File: config.mk
export PLATFORM = sky130hd
export DESIGN_NAME = inst_decode_stage_flat
export DESIGN_NICKNAME = d
export VERILOG_FILES = /design/src/rtl/inst_decode_stage_if.sv /design/src/rtl/inst_decode_stage.sv /design/src/flat_wrapper.sv
export SDC_FILE = /design/constraint.sdc
export NUM_CORES = 1
export LEC_CHECK = 0
export CAP_MARGIN = 20
export CELL_PAD_IN_SITES_DETAIL_PLACEMENT = 1
export CELL_PAD_IN_SITES_GLOBAL_PLACEMENT = 2
export CORE_AREA = 2 2 321 323
export CTS_CLUSTER_DIAMETER = 60
export CTS_CLUSTER_SIZE = 30
export DETAILED_ROUTE_END_ITERATION = 10
export DIE_AREA = 0 0 323 325
export GPL_TIMING_DRIVEN = 0
export PLACE_DENSITY = 0.63
export SLEW_MARGIN = 30
export SYNTH_ARGS = -nofsm -noshare
export SYNTH_HDL_FRONTEND = slang
export SYNTH_SLANG_ARGS = --single-unit
export TNS_END_PERCENT = 1
File: constraint.sdc
create_clock -name clk -period 2.5 [get_ports clk]
set_input_delay 0.5 -clock clk [delete_from_list [all_inputs] [get_ports clk]]
set_output_delay 0.5 -clock clk [all_outputs]
set_load 0.02 [all_outputs]
File: src/rtl/inst_decode_stage_if.sv
// IF/ID -> ID -> ID/EX bundle for the instruction-decode stage.
// The stage has no valid/ready pair: it advances every clock edge, and
// flush (clear the ID/EX register) and hazard (insert a bubble) are the
// only flow controls. The master drives the instruction fields, flow
// controls and write-back port; the slave (the decode stage) returns the
// combinational source indices and the registered ID/EX contents.
interface inst_decode_stage_if #(parameter int WIDTH = 32);
  logic             flush;
  logic             hazard;
  logic [WIDTH-1:0] pc_in;
  logic [3:0]       cond;
  logic [3:0]       op_code;
  logic [1:0]       mode;
  logic             imm;
  logic             status;
  logic [3:0]       rn;
  logic [3:0]       rd;
  logic [11:0]      shifter_opr;
  logic [23:0]      signed_imm24;
  logic [3:0]       nzcv;
  logic             wb_en_in;
  logic [3:0]       wb_dest;
  logic [WIDTH-1:0] wb_value;

  logic [3:0]       src1;
  logic [3:0]       src2;
  logic             two_src;
  logic [WIDTH-1:0] pc_out;
  logic [WIDTH-1:0] val_rn;
  logic [WIDTH-1:0] val_rm;
  logic [3:0]       exe_cmd;
  logic             mem_r_en;
  logic             mem_w_en;
  logic             wb_en;
  logic             b;
  logic             s;
  logic             imm_out;
  logic [11:0]      shifter_opr_out;
  logic [23:0]      signed_imm24_out;
  logic [3:0]       dest;

  modport master (
    output flush, hazard, pc_in, cond, op_code, mode, imm, status, rn, rd,
           shifter_opr, signed_imm24, nzcv, wb_en_in, wb_dest, wb_value,
    input  src1, src2, two_src, pc_out, val_rn, val_rm, exe_cmd, mem_r_en,
           mem_w_en, wb_en, b, s, imm_out, shifter_opr_out,
           signed_imm24_out, dest
  );

  modport slave (
    input  flush, hazard, pc_in, cond, op_code, mode, imm, status, rn, rd,
           shifter_opr, signed_imm24, nzcv, wb_en_in, wb_dest, wb_value,
    output src1, src2, two_src, pc_out, val_rn, val_rm, exe_cmd, mem_r_en,
           mem_w_en, wb_en, b, s, imm_out, shifter_opr_out,
           signed_imm24_out, dest
  );
endinterface

File: src/rtl/inst_decode_stage.sv
// ARM instruction-decode stage: control decode, condition check, 15-entry
// register file (R0..R14) and the ID/EX pipeline register.
// Optional macro WB_BYPASS_EN: a same-cycle write-back to the register being
// read is forwarded into val_rn/val_rm. Without it, reads see the old value
// and the written value appears from the next cycle.
// WIDTH must match the WIDTH of the connected interface instance.
module inst_decode_stage #(
  parameter int WIDTH = 32
) (
  input logic                clk,
  input logic                rst,
  inst_decode_stage_if.slave bus
);

  logic [WIDTH-1:0] rf [0:14];

  logic [3:0]       exe_cmd_d;
  logic             mem_r_d;
  logic             mem_w_d;
  logic             wb_d;
  logic             b_d;
  logic             s_d;
  logic             cond_ok;
  logic             is_str;
  logic [WIDTH-1:0] rn_old;
  logic [WIDTH-1:0] rm_old;
  logic [WIDTH-1:0] rn_val;
  logic [WIDTH-1:0] rm_val;

  // STR stores Rd, so its second source is the Rd index rather than Rm.
  assign is_str       = (bus.mode == 2'b01) && !bus.status;
  assign bus.src1     = bus.rn;
  assign bus.src2     = is_str ? bus.rd : bus.shifter_opr[3:0];
  assign bus.two_src  = ((bus.mode == 2'b00) && !bus.imm) ||
                        ((bus.mode == 2'b01) && !bus.status);

  // Decode mode/opcode into execute, memory and write-back control.
  always_comb begin
    exe_cmd_d = 4'b0000;
    mem_r_d   = 1'b0;
    mem_w_d   = 1'b0;
    wb_d      = 1'b0;
    b_d       = 1'b0;
    s_d       = 1'b0;
    case (bus.mode)
      2'b00: begin
        s_d  = bus.status;
        wb_d = 1'b1;
        case (bus.op_code)
          4'b1101: exe_cmd_d = 4'b0001;  // MOV
          4'b1111: exe_cmd_d = 4'b1001;  // MVN
          4'b0100: exe_cmd_d = 4'b0010;  // ADD
          4'b0101: exe_cmd_d = 4'b0011;  // ADC
          4'b0010: exe_cmd_d = 4'b0100;  // SUB
          4'b0110: exe_cmd_d = 4'b0101;  // SBC
          4'b0000: exe_cmd_d = 4'b0110;  // AND
          4'b1100: exe_cmd_d = 4'b0111;  // ORR
          4'b0001: exe_cmd_d = 4'b1000;  // EOR
          4'b1010: begin exe_cmd_d = 4'b0100; wb_d = 1'b0; end  // CMP
          4'b1000: begin exe_cmd_d = 4'b0110; wb_d = 1'b0; end  // TST
          default: begin wb_d = 1'b0; s_d = 1'b0; end
        endcase
      end
      2'b01: begin
        exe_cmd_d = 4'b0010;
        mem_r_d   = bus.status;
        mem_w_d   = !bus.status;
        wb_d      = bus.status;
      end
      2'b10:   b_d = 1'b1;
      default: ;
    endcase
  end

  // Evaluate the condition field against the current NZCV flags.
  always_comb begin
    cond_ok = 1'b0;
    case (bus.cond)
      4'b0000: cond_ok = bus.nzcv[2];
      4'b0001: cond_ok = !bus.nzcv[2];
      4'b0010: cond_ok = bus.nzcv[1];
      4'b0011: cond_ok = !bus.nzcv[1];
      4'b0100: cond_ok = bus.nzcv[3];
      4'b0101: cond_ok = !bus.nzcv[3];
      4'b0110: cond_ok = bus.nzcv[0];
      4'b0111: cond_ok = !bus.nzcv[0];
      4'b1000: cond_ok = bus.nzcv[1] && !bus.nzcv[2];
      4'b1001: cond_ok = !bus.nzcv[1] || bus.nzcv[2];
      4'b1010: cond_ok = (bus.nzcv[3] == bus.nzcv[0]);
      4'b1011: cond_ok = (bus.nzcv[3] != bus.nzcv[0]);
      4'b1100: cond_ok = !bus.nzcv[2] && (bus.nzcv[3] == bus.nzcv[0]);
      4'b1101: cond_ok = bus.nzcv[2] || (bus.nzcv[3] != bus.nzcv[0]);
      4'b1110: cond_ok = 1'b1;
      default: cond_ok = 1'b0;
    endcase
  end

  // Asynchronous register reads; index 15 is not backed by storage and reads 0.
  always_comb begin
    rn_old = (bus.rn == 4'd15) ? '0 : rf[bus.rn];
    rm_old = (bus.src2 == 4'd15) ? '0 : rf[bus.src2];
`ifdef WB_BYPASS_EN
    rn_val = (bus.wb_en_in && bus.rn != 4'd15 && bus.wb_dest == bus.rn)
             ? bus.wb_value : rn_old;
    rm_val = (bus.wb_en_in && bus.src2 != 4'd15 && bus.wb_dest == bus.src2)
             ? bus.wb_value : rm_old;
`else
    rn_val = rn_old;
    rm_val = rm_old;
`endif
  end

  // Register file: reset loads Ri = i; write-back port writes R0..R14.
  always_ff @(posedge clk) begin
    if (rst) begin
      for (int i = 0; i < 15; i++) rf[i] <= WIDTH'(i);
    end else if (bus.wb_en_in && bus.wb_dest != 4'd15) begin
      rf[bus.wb_dest] <= bus.wb_value;
    end
  end

  // ID/EX register: rst/flush clear everything, hazard or failed condition
  // zero the control bits while the data fields are still captured.
  always_ff @(posedge clk) begin
    if (rst || bus.flush) begin
      bus.pc_out           <= '0;
      bus.val_rn           <= '0;
      bus.val_rm           <= '0;
      bus.exe_cmd          <= 4'b0000;
      bus.mem_r_en         <= 1'b0;
      bus.mem_w_en         <= 1'b0;
      bus.wb_en            <= 1'b0;
      bus.b                <= 1'b0;
      bus.s                <= 1'b0;
      bus.imm_out          <= 1'b0;
      bus.shifter_opr_out  <= 12'd0;
      bus.signed_imm24_out <= 24'd0;
      bus.dest             <= 4'd0;
    end else begin
      bus.pc_out           <= bus.pc_in;
      bus.val_rn           <= rn_val;
      bus.val_rm           <= rm_val;
      bus.imm_out          <= bus.imm;
      bus.shifter_opr_out  <= bus.shifter_opr;
      bus.signed_imm24_out <= bus.signed_imm24;
      bus.dest             <= bus.rd;
      if (bus.hazard || !cond_ok) begin
        bus.exe_cmd  <= 4'b0000;
        bus.mem_r_en <= 1'b0;
        bus.mem_w_en <= 1'b0;
        bus.wb_en    <= 1'b0;
        bus.b        <= 1'b0;
        bus.s        <= 1'b0;
      end else begin
        bus.exe_cmd  <= exe_cmd_d;
        bus.mem_r_en <= mem_r_d;
        bus.mem_w_en <= mem_w_d;
        bus.wb_en    <= wb_d;
        bus.b        <= b_d;
        bus.s        <= s_d;
      end
    end
  end

endmodule

File: src/flat_wrapper.sv
// flat-port wrapper written by rule: the top's interface ports become plain ports
module inst_decode_stage_flat 
#(
  parameter int WIDTH = 32
)
  (clk, rst, bus_flush, bus_hazard, bus_pc_in, bus_cond, bus_op_code, bus_mode, bus_imm, bus_status, bus_rn, bus_rd, bus_shifter_opr, bus_signed_imm24, bus_nzcv, bus_wb_en_in, bus_wb_dest, bus_wb_value, bus_src1, bus_src2, bus_two_src, bus_pc_out, bus_val_rn, bus_val_rm, bus_exe_cmd, bus_mem_r_en, bus_mem_w_en, bus_wb_en, bus_b, bus_s, bus_imm_out, bus_shifter_opr_out, bus_signed_imm24_out, bus_dest);
  inst_decode_stage_if #(.WIDTH(WIDTH)) bus_i ();
  input logic clk;
  input logic rst;
  input wire logic [$bits(bus_i.flush)-1:0] bus_flush;
  input wire logic [$bits(bus_i.hazard)-1:0] bus_hazard;
  input wire logic [$bits(bus_i.pc_in)-1:0] bus_pc_in;
  input wire logic [$bits(bus_i.cond)-1:0] bus_cond;
  input wire logic [$bits(bus_i.op_code)-1:0] bus_op_code;
  input wire logic [$bits(bus_i.mode)-1:0] bus_mode;
  input wire logic [$bits(bus_i.imm)-1:0] bus_imm;
  input wire logic [$bits(bus_i.status)-1:0] bus_status;
  input wire logic [$bits(bus_i.rn)-1:0] bus_rn;
  input wire logic [$bits(bus_i.rd)-1:0] bus_rd;
  input wire logic [$bits(bus_i.shifter_opr)-1:0] bus_shifter_opr;
  input wire logic [$bits(bus_i.signed_imm24)-1:0] bus_signed_imm24;
  input wire logic [$bits(bus_i.nzcv)-1:0] bus_nzcv;
  input wire logic [$bits(bus_i.wb_en_in)-1:0] bus_wb_en_in;
  input wire logic [$bits(bus_i.wb_dest)-1:0] bus_wb_dest;
  input wire logic [$bits(bus_i.wb_value)-1:0] bus_wb_value;
  output wire logic [$bits(bus_i.src1)-1:0] bus_src1;
  output wire logic [$bits(bus_i.src2)-1:0] bus_src2;
  output wire logic [$bits(bus_i.two_src)-1:0] bus_two_src;
  output wire logic [$bits(bus_i.pc_out)-1:0] bus_pc_out;
  output wire logic [$bits(bus_i.val_rn)-1:0] bus_val_rn;
  output wire logic [$bits(bus_i.val_rm)-1:0] bus_val_rm;
  output wire logic [$bits(bus_i.exe_cmd)-1:0] bus_exe_cmd;
  output wire logic [$bits(bus_i.mem_r_en)-1:0] bus_mem_r_en;
  output wire logic [$bits(bus_i.mem_w_en)-1:0] bus_mem_w_en;
  output wire logic [$bits(bus_i.wb_en)-1:0] bus_wb_en;
  output wire logic [$bits(bus_i.b)-1:0] bus_b;
  output wire logic [$bits(bus_i.s)-1:0] bus_s;
  output wire logic [$bits(bus_i.imm_out)-1:0] bus_imm_out;
  output wire logic [$bits(bus_i.shifter_opr_out)-1:0] bus_shifter_opr_out;
  output wire logic [$bits(bus_i.signed_imm24_out)-1:0] bus_signed_imm24_out;
  output wire logic [$bits(bus_i.dest)-1:0] bus_dest;
  assign bus_i.flush = bus_flush;
  assign bus_i.hazard = bus_hazard;
  assign bus_i.pc_in = bus_pc_in;
  assign bus_i.cond = bus_cond;
  assign bus_i.op_code = bus_op_code;
  assign bus_i.mode = bus_mode;
  assign bus_i.imm = bus_imm;
  assign bus_i.status = bus_status;
  assign bus_i.rn = bus_rn;
  assign bus_i.rd = bus_rd;
  assign bus_i.shifter_opr = bus_shifter_opr;
  assign bus_i.signed_imm24 = bus_signed_imm24;
  assign bus_i.nzcv = bus_nzcv;
  assign bus_i.wb_en_in = bus_wb_en_in;
  assign bus_i.wb_dest = bus_wb_dest;
  assign bus_i.wb_value = bus_wb_value;
  assign bus_src1 = bus_i.src1;
  assign bus_src2 = bus_i.src2;
  assign bus_two_src = bus_i.two_src;
  assign bus_pc_out = bus_i.pc_out;
  assign bus_val_rn = bus_i.val_rn;
  assign bus_val_rm = bus_i.val_rm;
  assign bus_exe_cmd = bus_i.exe_cmd;
  assign bus_mem_r_en = bus_i.mem_r_en;
  assign bus_mem_w_en = bus_i.mem_w_en;
  assign bus_wb_en = bus_i.wb_en;
  assign bus_b = bus_i.b;
  assign bus_s = bus_i.s;
  assign bus_imm_out = bus_i.imm_out;
  assign bus_shifter_opr_out = bus_i.shifter_opr_out;
  assign bus_signed_imm24_out = bus_i.signed_imm24_out;
  assign bus_dest = bus_i.dest;
  inst_decode_stage #(.WIDTH(WIDTH)) u_core (.clk(clk), .rst(rst), .bus(bus_i));
endmodule
==> metrics.cfg, run 1 <==
[clock_network]
clock_path_buffers = 3
clk_pin_slew_ns = 0.07
cts_tree = built
cts_sinks = 658
numCtsBuffers = 71
cts_hold_buf = 0
clk_latency_ns = 0.65
htree_levels = 3
clock-root-buffer = clkbuf_16

[worst_setup_path]
crit_family = simple AND/OR/NAND/NOR gates
path_buf_inv = 2
crit_chain = clkdlybuf4s50_1 > nor2b_1 > nand2_1 > nor3_2 > clkbuf_1 > and2_1
startpoint = bus_wb_en_in
cp.depth = 6
r2r_end = u_core.bus.val_rn[31]
crit_path_end = u_core.rf[0][15]
cp.required_ns = 3.02
worst_ep_arrival_time_ns = 3.24
r2r-start = u_core.rf[15][31]
max_stage_delay_ns = 0.70
end_kind = register
rrSetupSlack_ns = 0.57
crit_path_max_fanout = 11
slowest_stage = clkbuf_1
cp-start-kind = primary input
critPathKind = in -> reg
reg2reg_depth = 3

[run]
maxCapViolations = 0

[power]
p_sw_mw = 8.08
internal_power_mw = 20.0
cellPowerDensity_nw_per_um2 = 717
swShare_pct = 28.8
p_leak_nw = 13.7
ir_worst_vdd_v = 0.000435
clkPwrFrac_pct = 39.7
pwr-share-seq_pct = 45.3
pwr-share-comb_pct = 15.0

[timing]
clock-skew-final_ns = 0.0189
slew_headroom_pct = 29.3
drv_slew = 0
tightest_slew_ns = 1.06
timing.final.crit_share_pct = 109
min_period_ns = 2.73
rsz0062_at_grt = true
fin_ws_ns = -0.227
max_freq_mhz = 367
report.final.hold_viol_count = 0
setup_viol_count_final = 247

[outcome]
violations = setup timing
outcome = complete, but fails checks

[worst_hold_path]
hold_depth = 3
hp-class = in -> reg

[logic_synthesis]
synth_xor_area_share_pct = 0.0843
synth_cells = 2502
synth_top_family_by_area = simple AND/OR/NAND/NOR gates
synth_edf_count = 512
synth-compound-area-share_pct = 7.78
synthArstFlopShare_pct = 0
synth_top_area_share_pct = 49.3
yosys.area_share.simple_pct = 18.4
synth_area_leaders = edfxtp_1, mux4_2, and2_1, dfxtp_1, nand2_1
synth.top_cells.by_count = and2_1, edfxtp_1, nand2_1
seq_area_frac_synth_pct = 58.7
yosysUniqueCellTypes = 51
synth_warnings = 0
synthFlopType = edfxtp_1
synth_seq_cells = 658
avgSynthCellArea_sq_um = 12.5
muxShareOfSynthArea_pct = 11.8
synthesis.area_sq_um = 31200
synth_fa_ha_area_share_pct = 0
yosysTopAreaCell = edfxtp_1
synth_most_common_cell = and2_1

[global_route]
grt_max_degree = 33
antenna_found_initial = 15
grt_pass1_vias = 24371
grt_pass1_wl_microns = 195000
grt-ovfl-total = 0
grtUsageTotal_pct = 26.9

[floorplanning]
core_sq_um = 101000
initial_core_util_pct = 30.8
die_h_microns = 325
dieArea_sq_um = 105000
pin_count = 288
dieWidth_microns = 323
rows = 117

[route]
routed_via_density = 5.50
wl_microns = 143000
wl_per_cell_microns = 33.0
vias = 23840
drt_first_pass_iters = 6
detail-route-antenna-nets = 0
drcViolationCount = 0
drtIter0Drc = 2672

[cells_and_area]
drive_above_1_share_pct = 17.4
stdcell_area_sq_um = 39200
nNetsFinal = 3036
stdcell_count = 4338
area_growth_pct = 25.6
nFillCells = 10814
fin_util_pct = 38.7

[place]
gp_congestion = 0.892
place_inst = 4180
dp.final_hpwl_microns = 100000
post-place-ws_ns = -2.10
post_dp_cell_area_sq_um = 35900
io_buffers = 278

-- timing repair --
item,CTS,global route
buffers inserted,11,0
pin swaps,5,1
resized for setup,151,70
endpoints found under the setup margin,572,328
cloned,6,0
-- placed cells by master (no fill, tap or decap), types with 6 or more instances in the layout --
master,count
edfxtp_1,512
clkbuf_2,41
conb_1,32
o2111ai_1,10
diode_2,9
a22oi_1,12
o221ai_1,24
clkinv_4,7
nand2_1,348
inv_6,13
nor3_1,6
o2111ai_2,11
clkdlybuf4s50_1,269
mux4_2,160
nor2_1,18
buf_4,33
o2111ai_4,11
a21oi_1,185
o221ai_2,8
nand2b_1,7
or2_4,20
clkinv_2,6
buf_2,45
clkbuf_16,76
nor2b_1,36
clkbuf_4,13
clkbuf_1,110
a22oi_2,20
nand3_1,67
a32o_1,9
a22o_1,55
and2_1,525
dfxtp_1,146
inv_8,7
or3_1,26
-- stage by stage --
step,TNS (ns),hold WS (ns),power [mW]
global placement,-1014.68,0.718,16.8
global route,-5.39,0.145,28.8
CTS,-0.0804,0.122,28.1
finish,-15.20,0.161,28.1
floorplan,0,0.577,14.8
detailed placement,-854.60,0.732,16.9
-- worst min-delay path by stage --
stage / startpoint / slack [ns] / end
after floorplan: bus_hazard / 0.58 / u_core.bus.mem_w_en
after global placement: u_core.rf[7][28] / 0.72 / u_core.bus.val_rm[28]
after detailed placement: u_core.rf[7][29] / 0.73 / u_core.bus.val_rm[29]
after CTS: bus_status / 0.12 / u_core.bus.s
after global routing: bus_status / 0.14 / u_core.bus.s
final: bus_status / 0.16 / u_core.bus.s
-- registers in the layout, indices dropped and copies added (netlist names) --
| register | count |
|---|---|
| u_core.bus.shifter_opr_out | 12 |
| u_core.bus.mem_r_en | 1 |
| u_core.bus.signed_imm24_out | 24 |
| u_core.bus.val_rm | 32 |
| u_core.bus.s | 1 |
| u_core.rf | 512 |
| u_core.bus.wb_en | 1 |
| u_core.bus.dest | 4 |
| u_core.bus.imm_out | 1 |
| u_core.bus.val_rn | 32 |
| u_core.bus.mem_w_en | 1 |
| u_core.bus.b | 1 |
| u_core.bus.exe_cmd | 4 |
| u_core.bus.pc_out | 32 |
-- tightest hold or removal path, cell delays in order --
cell and delay, ns:
buf_4 0.15, nand3_1 0.07, nor3_1 0.04
-- logic make-up (layout without fill, tap and decap cells) --
group,Yosys count,after routing
AO/OA/AOI/OAI,359,359
XOR/XNOR,3,3
buffers and inverters,240,662
flip-flops,658,658
multiplexers,167,167
other,1,41
AND/OR/NAND/NOR,1074,1080
-- cell type report --
type	instances	area [sq um]	area share [%]
clock inverter	47	462	1.18
buffer	235	1220	3.12
clock buffer	84	1940	4.96
antenna	9	22.5	0.0575
tap	1368	1710	4.37
sequential	658	18300	46.7
multi-input combinational	1641	12600	32.1
inverter	5	26.3	0.0671
timing repair buffer	291	2900	7.42
-- metal layers --
layer / vias up / GRT usage, % / part of all wire, %
li1: 9923 / - / -
met1: 12487 / 36.8 / 41
met2: 1192 / 41.4 / 45
met3: 234 / 5.99 / 9.9
met4: 4 / 10.8 / 4.0
met5: - / 0 / 0.014
-- power by group through the flow --
stage	Clock (mW)	Combinational (mW)	Sequential, mW
finish	11.1	4.22	12.7
global route	11.6	4.34	12.8
CTS	11.3	4.07	12.7
detailed placement	0	3.91	13.0
global placement	0	3.85	12.9
floorplan	0	1.77	13.0
No activity file was read; power rests on OpenSTA's default activity.
==> inputs of run 2 (changes only) <==
--- a/config.mk
+++ b/config.mk
@@ -9,8 +9,7 @@
 export CELL_PAD_IN_SITES_DETAIL_PLACEMENT = 1
 export CELL_PAD_IN_SITES_GLOBAL_PLACEMENT = 2
 export CORE_AREA = 2 2 321 323
-export CTS_CLUSTER_DIAMETER = 60
-export CTS_CLUSTER_SIZE = 30
+export CTS_CLUSTER_DIAMETER = 50
 export DETAILED_ROUTE_END_ITERATION = 10
 export DIE_AREA = 0 0 323 325
 export GPL_TIMING_DRIVEN = 0
==> metrics.cfg, run 2 (synthesized netlist as in run 1, its figures left out) <==
[power]
cellPowerDensity_nw_per_um2 = 790
power_mw = 31.8
p_leak_nw = 14.3
ir_worst_vdd_v = 0.000565

[clock_network]
clk_pin_slew_ns = 0.06
clk_latency_ns = 0.71
clock-root-buffer = clkbuf_16
numCtsBuffers = 104
clock_path_buffers = 3
htree_levels = 3
cts_sinks = 658
cts_tree = built
cts_hold_buf = 0

[timing]
timing.final.crit_share_pct = 104
max_freq_mhz = 386
setup_viol_count_final = 107
report.final.hold_viol_count = 0
whs_ns = 0.109
slew_headroom_pct = 31.2
tns_ns = -4.23
clock-skew-final_ns = 0.0452
tightest_slew_ns = 1.03
fin_ws_ns = -0.0935
min_period_ns = 2.59
rsz0062_at_grt = true
drv_slew = 0

[worst_setup_path]
slowest_stage = clkdlybuf4s50_1
crit_chain = clkdlybuf4s50_1 > nor2_1 > nand2_1 > nor3_2 > clkbuf_1 > and2_1
end_kind = register
critPathKind = in -> reg
cp.required_ns = 3.06
r2r_end = u_core.bus.val_rn[31]
r2r-start = u_core.rf[15][31]
cp-start-kind = primary input
crit_family = simple AND/OR/NAND/NOR gates
max_stage_delay_ns = 0.66
crit_path_max_fanout = 10
path_buf_inv = 2
rrSetupSlack_ns = 0.60
worst_ep_arrival_time_ns = 3.15
reg2reg_depth = 3

[route]
wl_met1_microns = 59200
met2WireLength_microns = 65800
detail-route-antenna-nets = 0
wl_met3_microns = 13300
wl_microns = 144000
vias = 24152
routed_via_density = 5.48
drt_first_pass_iters = 6
routed.top_layer = met5
wl_per_cell_microns = 32.7
drtIter0Drc = 2742
drcViolationCount = 0

[cells_and_area]
drive_above_1_share_pct = 18.9
largest_reg_flops = 512
nNetsFinal = 3068
area_growth_pct = 29.2
final_common_cell = and2_1
nFillCells = 10787
multi_input_area_sq_um = 12500
regMostFlops = u_core.rf
stdcell_area_sq_um = 40300
most-common-layout-cells = and2_1, edfxtp_1, nand2_1
seq_area_sq_um = 18300

[place]
dp.final_hpwl_microns = 100000
io_buffers = 278
gp_congestion = 0.892
post-place-ws_ns = -2.10
post_dp_cell_area_sq_um = 35900

[floorplanning]
rows = 117
die_h_microns = 325
initial_core_util_pct = 30.8
pin_count = 288
dieArea_sq_um = 105000
dieWidth_microns = 323
core_sq_um = 101000

[outcome]
outcome = complete, but fails checks
violations = setup timing

[global_route]
grt_max_degree = 33
grt_pass1_wl_microns = 196000
grt_pass1_vias = 24686
antenna_found_initial = 17
grtUsageTotal_pct = 27.1
grt-ovfl-total = 0

[worst_hold_path]
hold_end = u_core.bus.dest[1]
hold_depth = 2
hp-class = in -> reg
hp-start = bus_rd[1]

[run]
maxCapViolations = 0

-- run 2: timing repair --
item                                    CTS  global route
pin swaps                                 4             2
gates cloned                              7             0
buffers inserted                         10             0
endpoints found under the setup margin  419           546
gates resized for setup                 138            75
-- run 2: worst register-to-register path: stages, from the launching register on --
cell and delay (ns):
edfxtp_1 0.40, mux4_2 0.58, mux4_2 0.49, nor2b_1 0.23
-- run 2: per-stage QoR --
| stage | utilization (%) | cells |
|---|---|---|
| global placement | 35.3 | 4179 |
| floorplan | - | 2533 |
| detailed placement | 35.4 | 4180 |
| global route | 39.7 | 4394 |
| CTS | 39.5 | 4394 |
| finish | 39.7 | 4404 |
-- run 2: cell type report --
type | count | area share (%)
Clock buffer | 123 | 6.95
Antenna cell | 10 | 0.0621
Clock inverter | 74 | 1.88
Multi-Input combinational cell | 1642 | 31.1
Inverter | 5 | 0.0653
Buffer | 235 | 3.02
Timing Repair Buffer | 289 | 7.20
Tap cell | 1368 | 4.25
Sequential cell | 658 | 45.4
-- run 2: report_power, final --
group	switching (mW)	internal, mW	leakage, nW
Sequential	0.311	12.4	6.10
Combinational	2.68	1.52	6.45
Clock	5.81	9.04	1.73
-- run 2: worst max path at each step --
stage / slack [ns] / cells after the start / endpoint / start
3_5_place_dp: -2.10 / 8 / bus_src2[1] / bus_status
3_3_place_gp: -2.30 / 8 / u_core.bus.val_rm[19] / rst
4_1_cts: -0.05 / 11 / u_core.bus.val_rm[12] / bus_mode[1]
6_report: -0.09 / 6 / u_core.rf[0][17] / bus_wb_dest[1]
2_1_floorplan: 0.05 / 5 / u_core.bus.val_rn[10] / bus_rn[0]
5_1_grt: -0.14 / 11 / u_core.bus.val_rm[17] / bus_mode[1]
-- run 2: routing by layer --
metal  vias to the layer above  track usage (%)
li1                      10036                -
met1                     12613             36.8
met2                      1234             42.1
met3                       261             6.23
met4                         8             10.4
met5                         -                0
==> variant 1: new RTL, config.mk and constraints of run 1 <==
Build with the macro `WB_BYPASS_EN` defined.
--- a/src/rtl/inst_decode_stage.sv
+++ b/src/rtl/inst_decode_stage.sv
@@ -5,4 +5,6 @@
 // and the written value appears from the next cycle.
 // WIDTH must match the WIDTH of the connected interface instance.
+`define WB_BYPASS_EN
+
 module inst_decode_stage #(
   parameter int WIDTH = 32
Function: changed (a bounded check fails within 4 cycles, from zero or initial values).
==> variant 1 against run 1 <==
  * The run still ends with setup timing left
  * Setup slack gained 0.10 ns
  * Area after synthesis is 15% higher
  * Sequential cell count did not move
  * Design area rose by 13%
  * First-iteration DRC count grew 11%
  * Power up 4.7%
  * Global-route usage increased by 1.5 points
  * Clock skew rose by 0.011 ns
  * Wire length rose by 5.1%
  * Critical endpoint is now u_core.bus.val_rm[11]
==> variant 1: results (changes against run 1) <==
{
  "post-cts-setup-buffer-count": {"value": 17, "change": "was 11"},
  "post_cts_resized": {"value": 160, "change": "was 151"},
  "timing.rr.start": {"value": "u_core.rf[5][2]", "change": "was u_core.rf[15][31]"},
  "post-place-cells": {"value": 4243, "change": "was 4180"},
  "power.static_leakage": {"value": 15.92, "unit": "nW", "change": "was 13.72 nW"},
  "rr_endpoint": {"value": "u_core.bus.val_rn[2]", "change": "was u_core.bus.val_rn[31]"},
  "clkPwrFrac": {"value": 40.5, "unit": "%", "change": "was 39.7%"},
  "final.setup.worst_slack": {"value": -0.1226, "unit": "ns", "change": "was -0.2266 ns"},
  "dp_hpwl": {"value": 101600, "unit": "microns", "change": "was 100500 microns"},
  "cpPeakStageDelay": {"value": 0.64, "unit": "ns", "change": "was 0.70 ns"},
  "failed_checks": {"value": "setup timing", "change": "unchanged"},
  "numCtsBuffers": {"value": 78, "change": "was 71"},
  "report.final.setup_viol": {"value": 88, "change": "was 247"},
  "outcome": {"value": "complete, but fails checks", "change": "unchanged"},
  "grt_antenna_before_repair": {"value": 8, "change": "was 15"},
  "routed-via-count": {"value": 25917, "change": "was 23.84k"},
  "worst_slew_margin_rel": {"value": 31.24, "unit": "%", "change": "was 29.31%"},
  "min_delay_path_depth": {"value": 2, "change": "was 3"},
  "detailedRoute.firstIterationViolations": {"value": 2975, "change": "was 2672"},
  "gpl.final_weighted_congestion": {"value": 0.8565, "change": "was 0.8924"},
  "setup.worst_path.end": {"value": "u_core.bus.val_rm[11]", "change": "was u_core.rf[0][15]"},
  "rrSetupSlack": {"value": 0.42, "unit": "ns", "change": "was 0.57 ns"},
  "postPlaceCellArea": {"value": 40740, "unit": "sq um", "change": "was 35870 sq um"},
  "drive_above_1_share": {"value": 25.95, "unit": "%", "change": "was 17.36%"},
  "p_seq_share": {"value": 43.7, "unit": "%", "change": "was 45.3%"},
  "netlist-cell-type-count": {"value": 52, "change": "was 51"}
}
## variant 1: metal layers
| metal | track usage, % | up-vias | part of all wire (%) |
|---|---|---|---|
| met5 | 0 | - | 0.0087 |
| met2 | 46.82 | 1232 | 48 |
| met4 | 9.707 | 2 | 3.1 |
| li1 | - | 10668 | - |
| met3 | 5.672 | 233 | 7.8 |
| met1 | 37.27 | 13782 | 41 |
## variant 1: final cells by class
cell class | count | share of cell area [%]
well taps | 1368 | 3.878
multi-input cells | 1674 | 38.27
plain buffers | 258 | 3.104
inverters | 8 | 0.06803
diodes | 2 | 0.01134
flip-flops and latches | 658 | 41.45
clock inverters | 56 | 1.199
clock buffers | 89 | 4.779
repair buffers | 305 | 7.242
## variant 1: logic make-up (layout without fill, tap and decap cells)
family                 after synthesis  count (layout)
buffers and inverters              266             716
AND/OR/NAND/NOR                    915             919
AO/OA/AOI/OAI                      228             228
flip-flops                         658             658
multiplexers                       487             487
XOR/XNOR                             8               8
other                                1              34
==> variant 2: new RTL, flow settings as in run 1 <==
Without the edit above. Make the reset (`rst`) asynchronous in one clocked block.
--- a/src/rtl/inst_decode_stage.sv
+++ b/src/rtl/inst_decode_stage.sv
@@ -112,5 +112,5 @@
 
   // Register file: reset loads Ri = i; write-back port writes R0..R14.
-  always_ff @(posedge clk) begin
+  always_ff @(posedge clk or posedge rst) begin
     if (rst) begin
       for (int i = 0; i < 15; i++) rf[i] <= WIDTH'(i);
Function: not settled (the Yosys comparison gave no result); the edit may change what the design does.
==> variant 2 against run 1 <==
  * Wire length fell by 16%
  * Largest power group unchanged
  * Die area unchanged
  * Design area decreased by 2.7%
  * The run still ends with setup timing left
  * Area after synthesis decreased by 4.3%
  * Sequential cell count decreased by 32
  * Register-to-register slack improved by 0.16 ns
  * Setup slack improved by 0.14 ns
  * Critical path depth is 1 lower
  * Power increased by 15%
  * Core utilization shrank 1.1 points
==> variant 2: results (changes against run 1) <==
{
  "outcome": {"value": "complete, but fails checks", "change": "unchanged"},
  "ys_dominant_reg_cell": {"value": "dfrtp_1", "change": "was edfxtp_1"},
  "inverters_excl_clock": {"value": 6, "change": "was 5"},
  "irDropWorstVdd": {"value": 0.4397, "unit": "mV", "change": "was 0.4355 mV"},
  "pin_count_of_the_biggest_net_entering_global_routing": {"value": 31, "change": "was 33"},
  "power.static_leakage": {"value": 15.87, "unit": "nW", "change": "was 13.72 nW"},
  "n_antenna_cell": {"value": 1, "change": "was 9"},
  "finalClockSkew": {"value": 0.02322, "unit": "ns", "change": "was 0.01890 ns"},
  "numCtsBuffers": {"value": 77, "change": "was 71"},
  "global_route.usage.total": {"value": 22.62, "unit": "%", "change": "was 26.94%"},
  "netlist-cell-type-count": {"value": 49, "change": "was 51"},
  "wire_length_of_the_first_global_routing_pass": {"value": 172300, "unit": "microns", "change": "was 194800 microns"},
  "layout.comb_gates.multi_input": {"value": 1618, "change": "was 1641"},
  "final_core_util": {"value": 37.60, "unit": "%", "change": "was 38.66%"},
  "dr_wl_met2": {"value": 57350, "unit": "microns", "change": "was 64580 microns"},
  "sequential_share_of_cell_area": {"value": 39.30, "unit": "%", "change": "was 46.72%"},
  "final.setup.worst_slack": {"value": -0.08433, "unit": "ns", "change": "was -0.2266 ns"},
  "detail_route.first_pass.iterations": {"value": 5, "change": "was 6"},
  "wl_met1": {"value": 51440, "unit": "microns", "change": "was 58350 microns"},
  "post-cts-setup-buffer-count": {"value": 6, "change": "was 11"},
  "gpl.final_weighted_congestion": {"value": 0.8293, "change": "was 0.8924"},
  "worst_pin_slew": {"value": 1.107, "unit": "ns", "change": "was 1.060 ns"},
  "final_nets": {"value": 2993, "change": "was 3036"},
  "failed_checks": {"value": "setup timing", "change": "unchanged"},
  "flip_flop_count_of_the_largest_register_after_layout": {"value": 480, "change": "was 512"},
  "path_delay_family": {"value": "buffers and inverters", "change": "was simple AND/OR/NAND/NOR gates"},
  "post_synth.cell_area_avg": {"value": 12.07, "unit": "sq um", "change": "was 12.46 sq um"},
  "routed-via-count": {"value": 22398, "change": "was 23.84k"},
  "setup_tns": {"value": -1.934, "unit": "ns", "change": "was -15.20 ns"},
  "detailedRoute.firstIterationViolations": {"value": 1394, "change": "was 2672"},
  "timing.rr.start": {"value": "u_core.rf[255]", "change": "was u_core.rf[15][31]"},
  "setup.worst_path.end": {"value": "u_core.rf[440]", "change": "was u_core.rf[0][15]"},
  "dp_hpwl": {"value": 83490, "unit": "microns", "change": "was 100500 microns"},
  "dp_worst_setup_slack": {"value": -2.125, "unit": "ns", "change": "was -2.097 ns"},
  "synth.area.top_cells": {"value": "dfrtp_1 38%, mux2_2 18%, dfxtp_1 9.8%", "change": "was edfxtp_1 49%, mux4_2 12%, and2_1 11%"},
  "worst_path_max_delay_cell": {"value": "clkdlybuf4s50_1", "change": "was clkbuf_1"},
  "seq_area_frac_synth": {"value": 50.19, "unit": "%", "change": "was 58.71%"},
  "wl_per_cell": {"value": 27.93, "unit": "microns", "change": "was 32.95 microns"},
  "report.final.setup_viol": {"value": 61, "change": "was 247"}
}
[variant 2: cell count changes after synthesis, sizes merged, moves of 116 or more]
cell           run 1  this run
nand2            348       464
a21oi            186        67
and2             525        73
edfxtp           512         0
dfrtp              0       452
mux2               1       482
[variant 2: cell families after synthesis]
group                  synth area share, %
flip-flops                           50.19
AND/OR/NAND/NOR                      9.635
multiplexers                         31.40
AO/OA/AOI/OAI                        5.491
buffers and inverters                3.167
XOR/XNOR                            0.1175
[variant 2: report_power, final]
part | total (mW) | internal, mW | leakage (nW) | switching [mW]
Sequential | 13.6 | 12.1 | 7.03 | 1.51
Combinational | 6.60 | 3.53 | 7.54 | 3.07
Clock | 11.9 | 6.76 | 1.30 | 5.15
Total | 32.2 | 22.4 | 15.9 | 9.73
[variant 2: layer usage]
| layer | track usage, % | vias to the layer above |
|---|---|---|
| li1 | - | 9666 |
| met5 | 0 | - |
| met2 | 36.87 | 733 |
| met1 | 29.45 | 11770 |
| met3 | 4.009 | 227 |
| met4 | 9.555 | 2 |
